===== config.mk =====
export PLATFORM = sky130hd
export DESIGN_NAME = alu_arbiter
export DESIGN_NICKNAME = d
export VERILOG_FILES = /design/src/rtl/alu_arbiter.sv
export SDC_FILE = /design/constraint.sdc
export NUM_CORES = 1
export LEC_CHECK = 0
export BUFFER_PORTS_ARGS = -buffer_cell sky130_fd_sc_hd__buf_4
export CAP_MARGIN = 20
export CORE_AREA = 4 4 65 67
export DETAILED_ROUTE_END_ITERATION = 10
export DIE_AREA = 0 0 69 71
export PLACE_DENSITY = 0.77
export SLEW_MARGIN = 20
export SYNTH_ARGS = -nofsm -noshare
export SYNTH_HDL_FRONTEND = slang
export SYNTH_SLANG_ARGS = --single-unit

===== constraint.sdc =====
create_clock -name clk -period 1.4 [get_ports clk]
set_clock_uncertainty 0.1 [all_clocks]
set_input_delay 0.07 -clock clk [delete_from_list [all_inputs] [get_ports clk]]
set_output_delay 0.07 -clock clk [all_outputs]
set_load 0.05 [all_outputs]

===== src/rtl/alu_arbiter.sv =====
// alu_arbiter
//
// Purpose:
//   Arbitrates two requesters onto one shared, purely combinational ALU.
//   Each accepted operation walks IDLE -> EXEC -> RESP: the operands and
//   opcode are captured on acceptance, the ALU is driven for exactly one
//   cycle in EXEC, and the registered result is offered on the response
//   port until it is taken. At most one operation is in flight.
//
// Configuration:
//   ALU_ARBITER_ROUND_ROBIN_EN  defined  : round-robin between the two
//                                          requesters when both are valid.
//                               undefined: fixed priority, port 0 wins.
//
// Ports:
//   clk                  clock, all state on the rising edge
//   reset                synchronous, active-low reset
//   reqN_valid/op/a/b    requester N operation (op: 0 ADD, 1 SUB, 2 AND,
//                        3 OR, 4 XOR, 5 INV, 6 CLR, 7 illegal)
//   reqN_ready           high only for the granted requester, only in IDLE
//   alu_ctrl             one-hot {CLR,INV,XOR,OR,AND,SUB,ADD}, EXEC only
//   alu_in1/alu_in2      latched operands to the ALU
//   alu_out/alu_overflow combinational ALU result and flag
//   rsp_valid/rsp_ready  response handshake
//   rsp_id/data/overflow/err  response payload (err = illegal opcode)

module alu_arbiter #(
  parameter int DATA_WIDTH = 8
) (
  input  logic                  clk,
  input  logic                  reset,
  input  logic                  req0_valid,
  input  logic [2:0]            req0_op,
  input  logic [DATA_WIDTH-1:0] req0_a,
  input  logic [DATA_WIDTH-1:0] req0_b,
  output logic                  req0_ready,
  input  logic                  req1_valid,
  input  logic [2:0]            req1_op,
  input  logic [DATA_WIDTH-1:0] req1_a,
  input  logic [DATA_WIDTH-1:0] req1_b,
  output logic                  req1_ready,
  output logic [6:0]            alu_ctrl,
  output logic [DATA_WIDTH-1:0] alu_in1,
  output logic [DATA_WIDTH-1:0] alu_in2,
  input  logic [DATA_WIDTH-1:0] alu_out,
  input  logic                  alu_overflow,
  output logic                  rsp_valid,
  input  logic                  rsp_ready,
  output logic                  rsp_id,
  output logic [DATA_WIDTH-1:0] rsp_data,
  output logic                  rsp_overflow,
  output logic                  rsp_err
);

  typedef enum logic [1:0] {
    IDLE = 2'd0,
    EXEC = 2'd1,
    RESP = 2'd2
  } state_t;

  localparam logic [2:0] OP_ILLEGAL = 3'd7;

  state_t                  state_q, state_d;
  logic [2:0]              op_q, op_d;
  logic                    id_q, id_d;
  logic [DATA_WIDTH-1:0]   in1_q, in1_d;
  logic [DATA_WIDTH-1:0]   in2_q, in2_d;
  logic                    rsp_id_q, rsp_id_d;
  logic [DATA_WIDTH-1:0]   rsp_data_q, rsp_data_d;
  logic                    rsp_overflow_q, rsp_overflow_d;
  logic                    rsp_err_q, rsp_err_d;

  logic                    grant0, grant1;
  logic                    accept_en;
  logic                    illegal_op;

`ifdef ALU_ARBITER_ROUND_ROBIN_EN
  // Port that won the most recent acceptance; 1 after reset so port 0
  // wins the first contended grant.
  logic                    last_grant_q, last_grant_d;
`endif

  // Grant selection. A lone valid requester always wins; only the
  // contended case depends on the arbitration policy.
  always_comb begin
    grant0 = req0_valid;
    grant1 = req1_valid;
    if (req0_valid && req1_valid) begin
`ifdef ALU_ARBITER_ROUND_ROBIN_EN
      grant0 = last_grant_q;
      grant1 = ~last_grant_q;
`else
      grant0 = 1'b1;
      grant1 = 1'b0;
`endif
    end
  end

  // Ready is gated by reset so nothing is accepted during a reset cycle.
  assign accept_en  = reset && (state_q == IDLE);
  assign req0_ready = accept_en && grant0;
  assign req1_ready = accept_en && grant1;

  assign illegal_op = (op_q == OP_ILLEGAL);

  // ALU control is only asserted while executing; the illegal opcode is
  // steered onto CLR so the ALU produces a harmless result.
  always_comb begin
    alu_ctrl = 7'b0000000;
    if (state_q == EXEC) begin
      if (illegal_op) begin
        alu_ctrl = 7'b1000000;
      end else begin
        alu_ctrl = 7'(1) << op_q;
      end
    end
  end

  always_comb begin
    state_d        = state_q;
    op_d           = op_q;
    id_d           = id_q;
    in1_d          = in1_q;
    in2_d          = in2_q;
    rsp_id_d       = rsp_id_q;
    rsp_data_d     = rsp_data_q;
    rsp_overflow_d = rsp_overflow_q;
    rsp_err_d      = rsp_err_q;
`ifdef ALU_ARBITER_ROUND_ROBIN_EN
    last_grant_d   = last_grant_q;
`endif

    case (state_q)
      IDLE: begin
        if (req0_ready) begin
          op_d    = req0_op;
          in1_d   = req0_a;
          in2_d   = req0_b;
          id_d    = 1'b0;
          state_d = EXEC;
`ifdef ALU_ARBITER_ROUND_ROBIN_EN
          last_grant_d = 1'b0;
`endif
        end else if (req1_ready) begin
          op_d    = req1_op;
          in1_d   = req1_a;
          in2_d   = req1_b;
          id_d    = 1'b1;
          state_d = EXEC;
`ifdef ALU_ARBITER_ROUND_ROBIN_EN
          last_grant_d = 1'b1;
`endif
        end
      end

      EXEC: begin
        // Capture the ALU result at the end of the single EXEC cycle.
        rsp_id_d       = id_q;
        rsp_err_d      = illegal_op;
        rsp_data_d     = illegal_op ? '0 : alu_out;
        rsp_overflow_d = illegal_op ? 1'b0 : alu_overflow;
        state_d        = RESP;
      end

      RESP: begin
        if (rsp_ready) begin
          state_d = IDLE;
        end
      end

      default: begin
        state_d = IDLE;
      end
    endcase
  end

  always_ff @(posedge clk) begin
    if (!reset) begin
      state_q        <= IDLE;
      op_q           <= 3'd0;
      id_q           <= 1'b0;
      in1_q          <= '0;
      in2_q          <= '0;
      rsp_id_q       <= 1'b0;
      rsp_data_q     <= '0;
      rsp_overflow_q <= 1'b0;
      rsp_err_q      <= 1'b0;
`ifdef ALU_ARBITER_ROUND_ROBIN_EN
      last_grant_q   <= 1'b1;
`endif
    end else begin
      state_q        <= state_d;
      op_q           <= op_d;
      id_q           <= id_d;
      in1_q          <= in1_d;
      in2_q          <= in2_d;
      rsp_id_q       <= rsp_id_d;
      rsp_data_q     <= rsp_data_d;
      rsp_overflow_q <= rsp_overflow_d;
      rsp_err_q      <= rsp_err_d;
`ifdef ALU_ARBITER_ROUND_ROBIN_EN
      last_grant_q   <= last_grant_d;
`endif
    end
  end

  assign alu_in1      = in1_q;
  assign alu_in2      = in2_q;
  assign rsp_valid    = (state_q == RESP);
  assign rsp_id       = rsp_id_q;
  assign rsp_data     = rsp_data_q;
  assign rsp_overflow = rsp_overflow_q;
  assign rsp_err      = rsp_err_q;

endmodule


* Yosys cells after proc, flatten, opt, wreduce, memory -nomap -nowiden
Cells that the tools add are included.
Word-level totals: register bits 33, output and inout port bits 37, logic and storage cells 41, input port bits 52
Cells by class: shift-type cells 1, muxes and demuxes 18, reduce and logical (&&, ||, !) cells 8, equal/unequal tests 5
Operators with widths (count):
- two-way mux 8 bit | 5
- two-way mux 7 bit | 2
- left shift 1 x 3 -> 7 bit, first input constant | 1
- two-way mux 2 bit | 3
- two-way mux 3 bit | 2
- one-hot mux 2 bit (3 select lines) | 1
- two-way mux 1 bit | 5
- logical AND 1 bit | 4
- AND reduction 2 bit | 2
- == test 3 bit, second input constant | 1
- inequality test 3 bit, second input constant | 1
- == test 2 x 1 -> 1 bit, second input constant | 1
- == test 2 bit, second input constant | 1
- logical NOT 2 bit | 1
- inequality test 2 x 1 -> 1 bit, second input constant | 1
- nonzero test 2 bit | 1

* Logic depth before layout (Yosys ltp)
Gate-level depths: netlist (run 1).
word-level depth 6, depth in mapped cells 5, gate-level depth less buffers 3

* Least setup slack after synthesis (run 1)
OpenSTA, ideal clock, no wires.
kind reg-to-output, start register state_q[1], end output port alu_ctrl[0], cell stages (with the launch flop) 5, required time 1.230 ns, path slack -0.987 ns, data arrival time 2.217 ns, buffers on the path 2, path through dfxtp_1 > nand2b_1 > buf_4 > buf_6 > nor4_1
Between the ends: cells in the longest elaborated chain, start to end 2
RTL lines:
- start: declaration | line 63 | state_t state_q, state_d;
- start signal: assignment | line 192 | state_q <= state_d;
- == test 2 x 1 -> 1 bit | line 110 | if (state_q == EXEC) begin
- two-way mux 7 bit | line 110
- end: declaration | line 42 | output logic [6:0] alu_ctrl,
Every way passes these cells.

* Worst setup path in the final report (run 1)
start register state_q[1], end output port alu_ctrl[2]
Same word-level chain as after synthesis.

==> results of run 1 <==
[cell usage after synthesis (2+ instances only)]
library cell | n | area [um2]
a21boi_0 | 8 | 60.1
a21boi_1 | 3 | 22.5
and2b_1 | 2 | 15.0
and3_1 | 2 | 12.5
buf_2 | 4 | 20.0
buf_4 | 5 | 37.5
buf_6 | 4 | 45.0
clkbuf_1 | 3 | 11.3
dfxtp_1 | 33 | 661
nand2_1 | 15 | 56.3
nand2b_1 | 3 | 18.8
nand3_1 | 10 | 50.1
nor2_1 | 5 | 18.8
nor3_1 | 3 | 15.0
o221a_1 | 10 | 113
o221a_2 | 9 | 101
o22a_1 | 10 | 87.6
o22a_2 | 9 | 90.1
[sequential cells by signal, summed over array words and instances, names as in the netlist]
signal	count
rsp_overflow	1
rsp_id	1
alu_in1	8
alu_in2	8
id_q	1
rsp_data	8
state_q	2
op_q	3
rsp_err	1
[cell families after synthesis]
kind of cell           after synthesis  synth area share
AO/OA/AOI/OAI                       52             0.323
AND/OR/NAND/NOR                     46             0.159
flip-flops                          33             0.431
buffers and inverters               18            0.0866
[routing by layer]
metal / part of all wire / track usage / vias up / wire, um
met5: 0 / 0 / - / 0
met4: 0.017 / 0.0846 / 0 / 79
met2: 0.49 / 0.345 / 65 / 2300
li1: - / - / 785 / -
met3: 0.084 / 0.0710 / 7 / 393
met1: 0.41 / 0.225 / 743 / 1930
[metrics by stage]
step                hold WS (ns)  total power [mW]   util  area (um2)
finish                    0.0170              3.15  0.751        2730
global route              0.0203              3.29  0.751        2730
CTS                      0.00920              3.14  0.735        2670
detailed placement         0.176              2.07  0.639        2320
global placement           0.174              2.07  0.639        2320
floorplan                 0.0619              1.76      -        1620
[critical path, cell delays in order (launching register included)]
cell and delay, ns:
dfxtp_4 0.37, and2b_2 0.26, nand2_4 0.08, nor3_4 0.12, buf_6 0.18
[where the power goes]
group          switching (mW)  leakage [nW]  internal, mW  total [mW]
clock network           0.354        0.0663         0.635       0.990
logic                   0.592         0.856         0.468        1.06
registers              0.0647         0.275          1.04        1.10
[cells in the final DEF, fill, tap and decap left out, types with 2 or more instances in the layout]
master	count
buf_8	2
nand2b_4	2
clkbuf_8	5
nor3_4	4
buf_6	10
o221a_1	10
dlygate4sd3_1	13
o22a_1	10
o221a_2	9
dfxtp_4	3
buf_12	2
a21boi_1	3
and3_1	2
o22a_2	9
nand3_1	10
a21boi_0	8
buf_4	94
nor2_2	3
dfxtp_1	29
nand2_1	13
[timing repair]
action	4_1_cts	5_1_grt
resized for setup	21	5
pin swaps	7	6
hold endpoints to repair	15	0
hold buffers	13	0
buffers inserted	2	6
setup endpoints to repair	9	26
[worst max path at each step]
stage | to | slack, ns | depth (start not counted)
2_1_floorplan | alu_ctrl[4] | -0.11 | 4
3_3_place_gp | req0_ready | 0.16 | 5
3_5_place_dp | rsp_data[0]$_SDFFE_PN0P_ | 0.13 | 4
4_1_cts | alu_ctrl[4] | -0.07 | 3
5_1_grt | alu_ctrl[2] | -0.12 | 4
6_report | alu_ctrl[2] | -0.05 | 4
[cell type report]
cell class	count	area (um2)	area share
Clock buffer	6	93.8	0.0344
Clock inverter	2	35.0	0.0128
Inverter	1	3.75	0.00138
Multi-Input combinational cell	98	845	0.309
Sequential cell	33	673	0.247
Tap cell	48	60.1	0.0220
Timing Repair Buffer	121	1020	0.373
==> results.toml, run 1 <==
[status]
status = "finished with violations"
violations = "negative setup slack"

[timing]
rsz0062_at_grt = "yes"
slew_headroom = 0.748
worstMarginPinSlew_ns = 0.377
period_minus_slack_ns = 1.45
setup_ws_ns = -0.0529
fin_crit_sh = 1.04
setup_viol = 6
hold_violations = 0
setup-tns-final_ns = -0.190
maxSlewViolCount = 0
max_clock_freq_mhz = 688

[global_route]
grt_max_degree = 29
antenna_found_initial = 0
grt_first_pass_wirelength_mm = 8.00
grtUsageTotal = 0.201
grt_pass1_vias = 1705
grt-ovfl-total = 0

[placed_design]
io_buffer_count = 88
gp_congestion = 0.753
place_ws_ns = 0.131
place_hpwl_mm = 3.16
dp_cells = 280

[run]
drv_cap = 0

[floorplanning]
die-area_um2 = 4900
coreArea_um2 = 3630
die_width_um = 69
io_pins = 89
die_h_um = 71
start_util = 0.421
rows = 22

[worst_setup_path]
worstPathMaxFanout = 6
worst_setup_path_start_kind = "flip-flop"
reg2reg_slack_ns = 0.08
critical_path_class = "flip-flop to output pin"
worstReg2RegStart = "state_q[0]$_SDFFE_PN0P_"
timing.rr.end = "alu_in2[3]$_SDFFE_PN0P_"
crit_start = "state_q[1]$_SDFFE_PN0P_"
worstPathRequired_ns = 1.23
arrival_ns = 1.28
crit_path_end_kind = "output pin"
r2r.worst_path.cells = 5

[synthesis]
synth-seq-cells = 33
synth_area_um2 = 1530
ys_seq_area_frac = 0.431
synth_enable_flop_cells = 0
syn_nets = 201
syn_avg_cell_area_um2 = 10.3
yosysUniqueCellTypes = 29
ys_warn_count = 0
netlist_instances = 149
ys_async_sr_fraction = 0
synthFlopType = "dfxtp_1"

[clocking]
cts_root_buf = "clkbuf_8"
cts_buffers = 5
cts_num_sinks = 33
tritoncts = "built"
clock_latency_ns = 0.28
cts_max_level = 2
clk_path_buf_depth = 2
clk_pin_slew_worst_paths_ns = 0.07

[cells_and_area]
diodes = 0
nFillCells = 270
nets = 312
stdcell_count = 309
area_growth_pct = 78.2
drive_gt1_frac = 0.594

[min_path]
worstHoldEndpoint = "id_q$_SDFFE_PN0P_"
worstHoldStart = "reset"
min_delay_path_depth = 3
hp-class = "input pin to flip-flop"

[detailed_routing]
via_per_inst = 5.18
ant_nets = 0
drtIter0Drc = 100
via_count = 1600
drc = 0
wl_per_cell_um = 15.2
routed_wl_mm = 4.70
firstDrtPassIters = 4

[pwr]
vdd_drop_max_uv = 1000
static-leakage-power_nw = 1.20
power_density_nw_per_um2 = 1150
Power figures use the tool's default switching activity.
==> run 2, diff against run 1 <==
Settings changed: CORE_AREA 4 4 65 67 to 4 4 68 70, DIE_AREA 0 0 69 71 to 0 0 72 74, PLACE_DENSITY 0.77 to 0.74.
Clock period 1.4 ns to 1.3 ns, I/O delays scaled along.
==> run 2 against run 1 <==
The flow still finishes with violations (negative setup slack); clock power is 26% lower; worst setup slack worse by 0.10 ns; wire length is 5.4% higher; via count is 2.0% higher; power hardly changed; die area is 8.8% higher; core utilization is 4.8 points lower; critical path type unchanged; critical endpoint is now req1_ready; largest power group is now combinational cells.
==> results.toml, run 2 (synthesis gave the netlist of run 1 again) <==
[detailed_routing]
wl_per_cell_um = 15.6
drtIter0Drc = 81
firstDrtPassIters = 4
via_count = 1632
drc = 0
ant_nets = 0
routed_wl_mm = 4.95
via_per_inst = 5.15

[clocking]
cts_buffers = 5
clk_path_buf_depth = 2
cts_num_sinks = 33
tritoncts = "built"
cts_root_buf = "clkbuf_8"
clk_pin_slew_worst_paths_ns = 0.07
clock_latency_ns = 0.28
cts_max_level = 2

[timing]
worstMarginPinSlew_ns = 0.224
max_clock_freq_mhz = 687
rsz0062_at_grt = "yes"
setup_ws_ns = -0.156
fin_crit_sh = 1.12
slew_headroom = 0.850
hold_violations = 0
period_minus_slack_ns = 1.46
maxSlewViolCount = 0
setup_viol = 33

[run]
drv_cap = 0

[worst_setup_path]
critical_path_class = "flip-flop to output pin"
arrival_ns = 1.29
worstPathRequired_ns = 1.13
worstReg2RegStart = "state_q[0]$_SDFFE_PN0P_"
crit_start = "state_q[0]$_SDFFE_PN0P_"
worstPathMaxFanout = 6
worst_setup_path_start_kind = "flip-flop"
crit_path_end_kind = "output pin"

[min_path]
worstHoldStart = "reset"
hp-class = "input pin to flip-flop"

[pwr]
combPwrFrac = 0.388
power_density_nw_per_um2 = 1130
p_seq_frac = 0.378
swShare = 0.349
static-leakage-power_nw = 1.24
pwr-share-clk = 0.233
p_int_mw = 2.05
p_sw_mw = 1.10
vdd_drop_max_uv = 696
report.power.total_mw = 3.15

[floorplanning]
die_width_um = 72
io_pins = 89
start_util = 0.386
die_h_um = 74
die-area_um2 = 5330
coreArea_um2 = 3970
rows = 23

[global_route]
grt_max_degree = 20
grt_first_pass_wirelength_mm = 7.47
grt_pass1_vias = 1590
grt-ovfl-total = 0
grtUsageTotal = 0.180
antenna_found_initial = 0

[cells_and_area]
diodes = 0
area_growth_pct = 82.2
nets = 318
stdcell_count = 317
nFillCells = 298
final_common_cell = "buf_4"
layout_common_cells = "buf_4, dfxtp_1, buf_6, nand2_1"
drive_gt1_frac = 0.603

[status]
status = "finished with violations"
violations = "negative setup slack"

[placed_design]
io_buffer_count = 88
gp_congestion = 0.738
place_hpwl_mm = 3.36
dp_cells = 286
run 2: cell count changes in the layout (fill, tap and decap cells not counted), moves of 2 or more:
cell and delta:
a21boi_1 +3, buf_6 +5, dlymetal6s4s_1 +2, dlygate4sd3_1 -3, a21boi_0 -3
run 2: final cells by class:
type,instances,area [um2],share of cell area
clock inverters,2,10.0,0.00359
well taps,50,62.6,0.0224
flip-flops and latches,33,673,0.241
inverters,1,3.75,0.00135
clock buffers,6,72.6,0.0260
repair buffers,127,1110,0.397
multi-input cells,98,861,0.309
run 2: worst paths after layout:
path                                   end  slack (ns)  depth (start not counted)
setup / recovery                req1_ready       -0.16                          3
hold reg to reg        rsp_id$_SDFFE_PN0P_        0.36                          2
setup reg to reg   alu_in2[1]$_SDFFE_PN0P_       -0.05                          5
hold / removal    rsp_data[7]$_SDFFE_PN0P_        0.02                          2
run 2: worst max-delay path, stage by stage, from the launching register on:
cell     delay [ns]
dfxtp_4        0.37
nor3b_2        0.26
and3_1         0.22
buf_6          0.17
run 2: what timing repair did:
action	CTS	global route
hold buffers	12	0
hold endpoints to repair	12	0
pin swaps	3	3
buffers inserted	5	3
endpoints found under the setup margin	9	34
resized for setup	17	20
cloned	0	3
run 2: per-layer routing:
layer / up-vias / share of wire / GRT usage
met4: 0 / 0.019 / 0.0814
met3: 9 / 0.083 / 0.0581
li1: 800 / - / -
met5: - / 0 / 0
met2: 67 / 0.50 / 0.294
met1: 756 / 0.40 / 0.219
run 2: through the flow:
stage	hold WS [ns]	TNS, ns	setup slack (ns)	utilization	cell area [um2]
global route	0.0163	-3.17	-0.238	0.703	2790
finish	0.0167	-1.51	-0.156	0.703	2790
CTS	0.00353	-2.71	-0.155	0.665	2640
global placement	0.167	0	0.0516	0.591	2350
detailed placement	0.175	0	0.0407	0.591	2350
floorplan	0.0569	-0.444	-0.200	-	1630
run 2: power by group through the flow:
stage	Combinational (mW)	Clock, mW	Sequential [mW]
after floorplan	0.431	0	1.47
after global placement	1.04	0	1.20
after detailed placement	1.05	0	1.20
after CTS	1.12	0.751	1.18
after global routing	1.29	0.810	1.20
final	1.22	0.736	1.19
==> run 3, diff against run 2 <==
Settings changed: REMOVE_ABC_BUFFERS set to 1.
==> run 3 against run 2 <==
The flow still finishes with violations (negative setup slack); combinational power decreased by 9%; worst setup slack better by 0.012 ns; maximum frequency increased by 0.85%; sequential cell count unchanged; register-to-register slack better by 0.02 ns; largest cell class unchanged.
==> results.toml, run 3 (synthesis gave the netlist of run 1 again) <==
[floorplanning]
rows = 23
die_width_um = 72
io_pins = 89
start_util = 0.386
die_h_um = 74
die-area_um2 = 5330
coreArea_um2 = 3970

[clocking]
cts_max_level = 2
clk_pin_slew_worst_paths_ns = 0.06
clock_latency_ns = 0.28
cts_buffers = 5
cts_num_sinks = 33
cts_root_buf = "clkbuf_8"
tritoncts = "built"
clk_path_buf_depth = 2

[worst_setup_path]
worst_setup_path_start_kind = "flip-flop"
slowest_stage = "dfxtp_2"
timing.rr.end = "alu_in1[5]$_SDFFE_PN0P_"
arrival_ns = 1.28
path_cells = "and2b_2 > nand2_4 > nor3_4 > buf_6"
critical_path_class = "flip-flop to output pin"
worstPathRequired_ns = 1.13
crit_family = "simple AND/OR/NAND/NOR gates"
slowest_delay_ns = 0.34
worstPathMaxFanout = 4
r2r.worst_path.cells = 5
worstReg2RegStart = "state_q[1]$_SDFFE_PN0P_"
crit_path_end_kind = "output pin"
cp.buffers_inverters = 1
reg2reg_slack_ns = -0.03

[run]
drv_cap = 0

[global_route]
grt-ovfl-total = 0
use_met2 = 0.294
grt_first_pass_wirelength_mm = 7.21
busiest_layer = "met2"
grt_use_met1 = 0.206
grtUsageTotal = 0.174
use_met3 = 0.0743
grt_max_degree = 22
antenna_found_initial = 0
grt_pass1_vias = 1583

[cells_and_area]
layout_common_cells = "buf_4, dfxtp_1, buf_6, nand2_1, dlygate4sd3_1"
diodes = 0
final_common_cell = "buf_4"
final_area_um2 = 2710
stdcell_count = 309
final_util = 0.682
nets = 311
drive_gt1_frac = 0.591
area_growth_pct = 76.8

[timing]
max_clock_freq_mhz = 693
setup-tns-final_ns = -1.22
period_minus_slack_ns = 1.44
setup_ws_ns = -0.143
fin_crit_sh = 1.11
worstMarginPinSlew_ns = 0.257
slew_headroom = 0.827
hold_violations = 0
finalHoldWorstSlack_ns = 0.0112
rsz0062_at_grt = "yes"
maxSlewViolCount = 0
setup_viol = 21

[pwr]
report.power.total_mw = 3.09
static-leakage-power_nw = 1.18
vdd_drop_max_uv = 590
power_density_nw_per_um2 = 1140

[min_path]
worstHoldStart = "rsp_ready"
worstHoldEndpoint = "state_q[1]$_SDFFE_PN0P_"
hp-class = "input pin to flip-flop"
min_delay_path_depth = 3

[placed_design]
place_ws_ns = -0.000336
place_hpwl_mm = 3.20
gp_congestion = 0.783
dp_cells = 285
io_buffer_count = 88
place_area_um2 = 2260

[detailed_routing]
routed_wl_mm = 4.78
ant_nets = 0
via_count = 1580
via_per_inst = 5.11
wl_per_cell_um = 15.5
firstDrtPassIters = 4
drc = 0
drtIter0Drc = 60

[status]
status = "finished with violations"
violations = "negative setup slack"
==> run 3: cell types whose count changed in the layout (fill, tap and decap cells not counted), moves of 2 or more <==
cell | before | now
dlygate4sd3_1 | 10 | 12
buf_4 | 95 | 88
clkinv_2 | 2 | 0
dlymetal6s4s_1 | 2 | 0
clkbuf_16 | 2 | 0
==> run 3: per-layer routing <==
metal  up-vias  share of wire
met3         7          0.099
met5         -              0
met4         0          0.013
met1       715           0.42
met2        76           0.47
li1        782              -
==> run 3: timing repair <==
| action | in CTS | in global routing |
|---|---|---|
| hold buffers | 12 | 1 |
| setup buffers | 2 | 3 |
| hold endpoints to repair | 16 | 1 |
| pin swaps | 5 | 10 |
| resized for setup | 28 | 28 |
| gates cloned | 0 | 1 |
| endpoints found under the setup margin | 12 | 31 |
==> run 3: area by class of cell <==
type	count	area, um2
clock buffer	7	86.3
inverter	1	3.75
multi-input combinational	98	847
timing repair buffer	120	1030
sequential	33	677
fill	335	1260
tap	50	62.6
==> run 3: where the power goes <==
group | total, mW | internal (mW) | switching (mW)
Clock | 0.759 | 0.419 | 0.340
Combinational | 1.11 | 0.504 | 0.607
Sequential | 1.22 | 1.12 | 0.101
Total | 3.09 | 2.04 | 1.05
==> run 3: worst max path at each step <==
| stage | startpoint | endpoint | slack, ns | depth (start not counted) |
|---|---|---|---|---|
| 2_1_floorplan | state_q[0]$_SDFFE_PN0P_ | alu_ctrl[0] | -1.07 | 2 |
| 3_5_place_dp | state_q[1]$_SDFFE_PN0P_ | req1_ready | -0.0003 | 4 |
| 5_1_grt | state_q[0]$_SDFFE_PN0P_ | req0_ready | -0.20 | 5 |
| 4_1_cts | state_q[1]$_SDFFE_PN0P_ | req1_ready | -0.16 | 4 |
| 6_report | state_q[1]$_SDFFE_PN0P_ | alu_ctrl[2] | -0.14 | 4 |
| 3_3_place_gp | state_q[1]$_SDFFE_PN0P_ | req1_ready | 0.03 | 4 |
==> run 3: worst min-delay path, cell delays in order <==
cell and delay (ns):
buf_4 0.08, nor2b_1 0.04, o21a_1 0.16
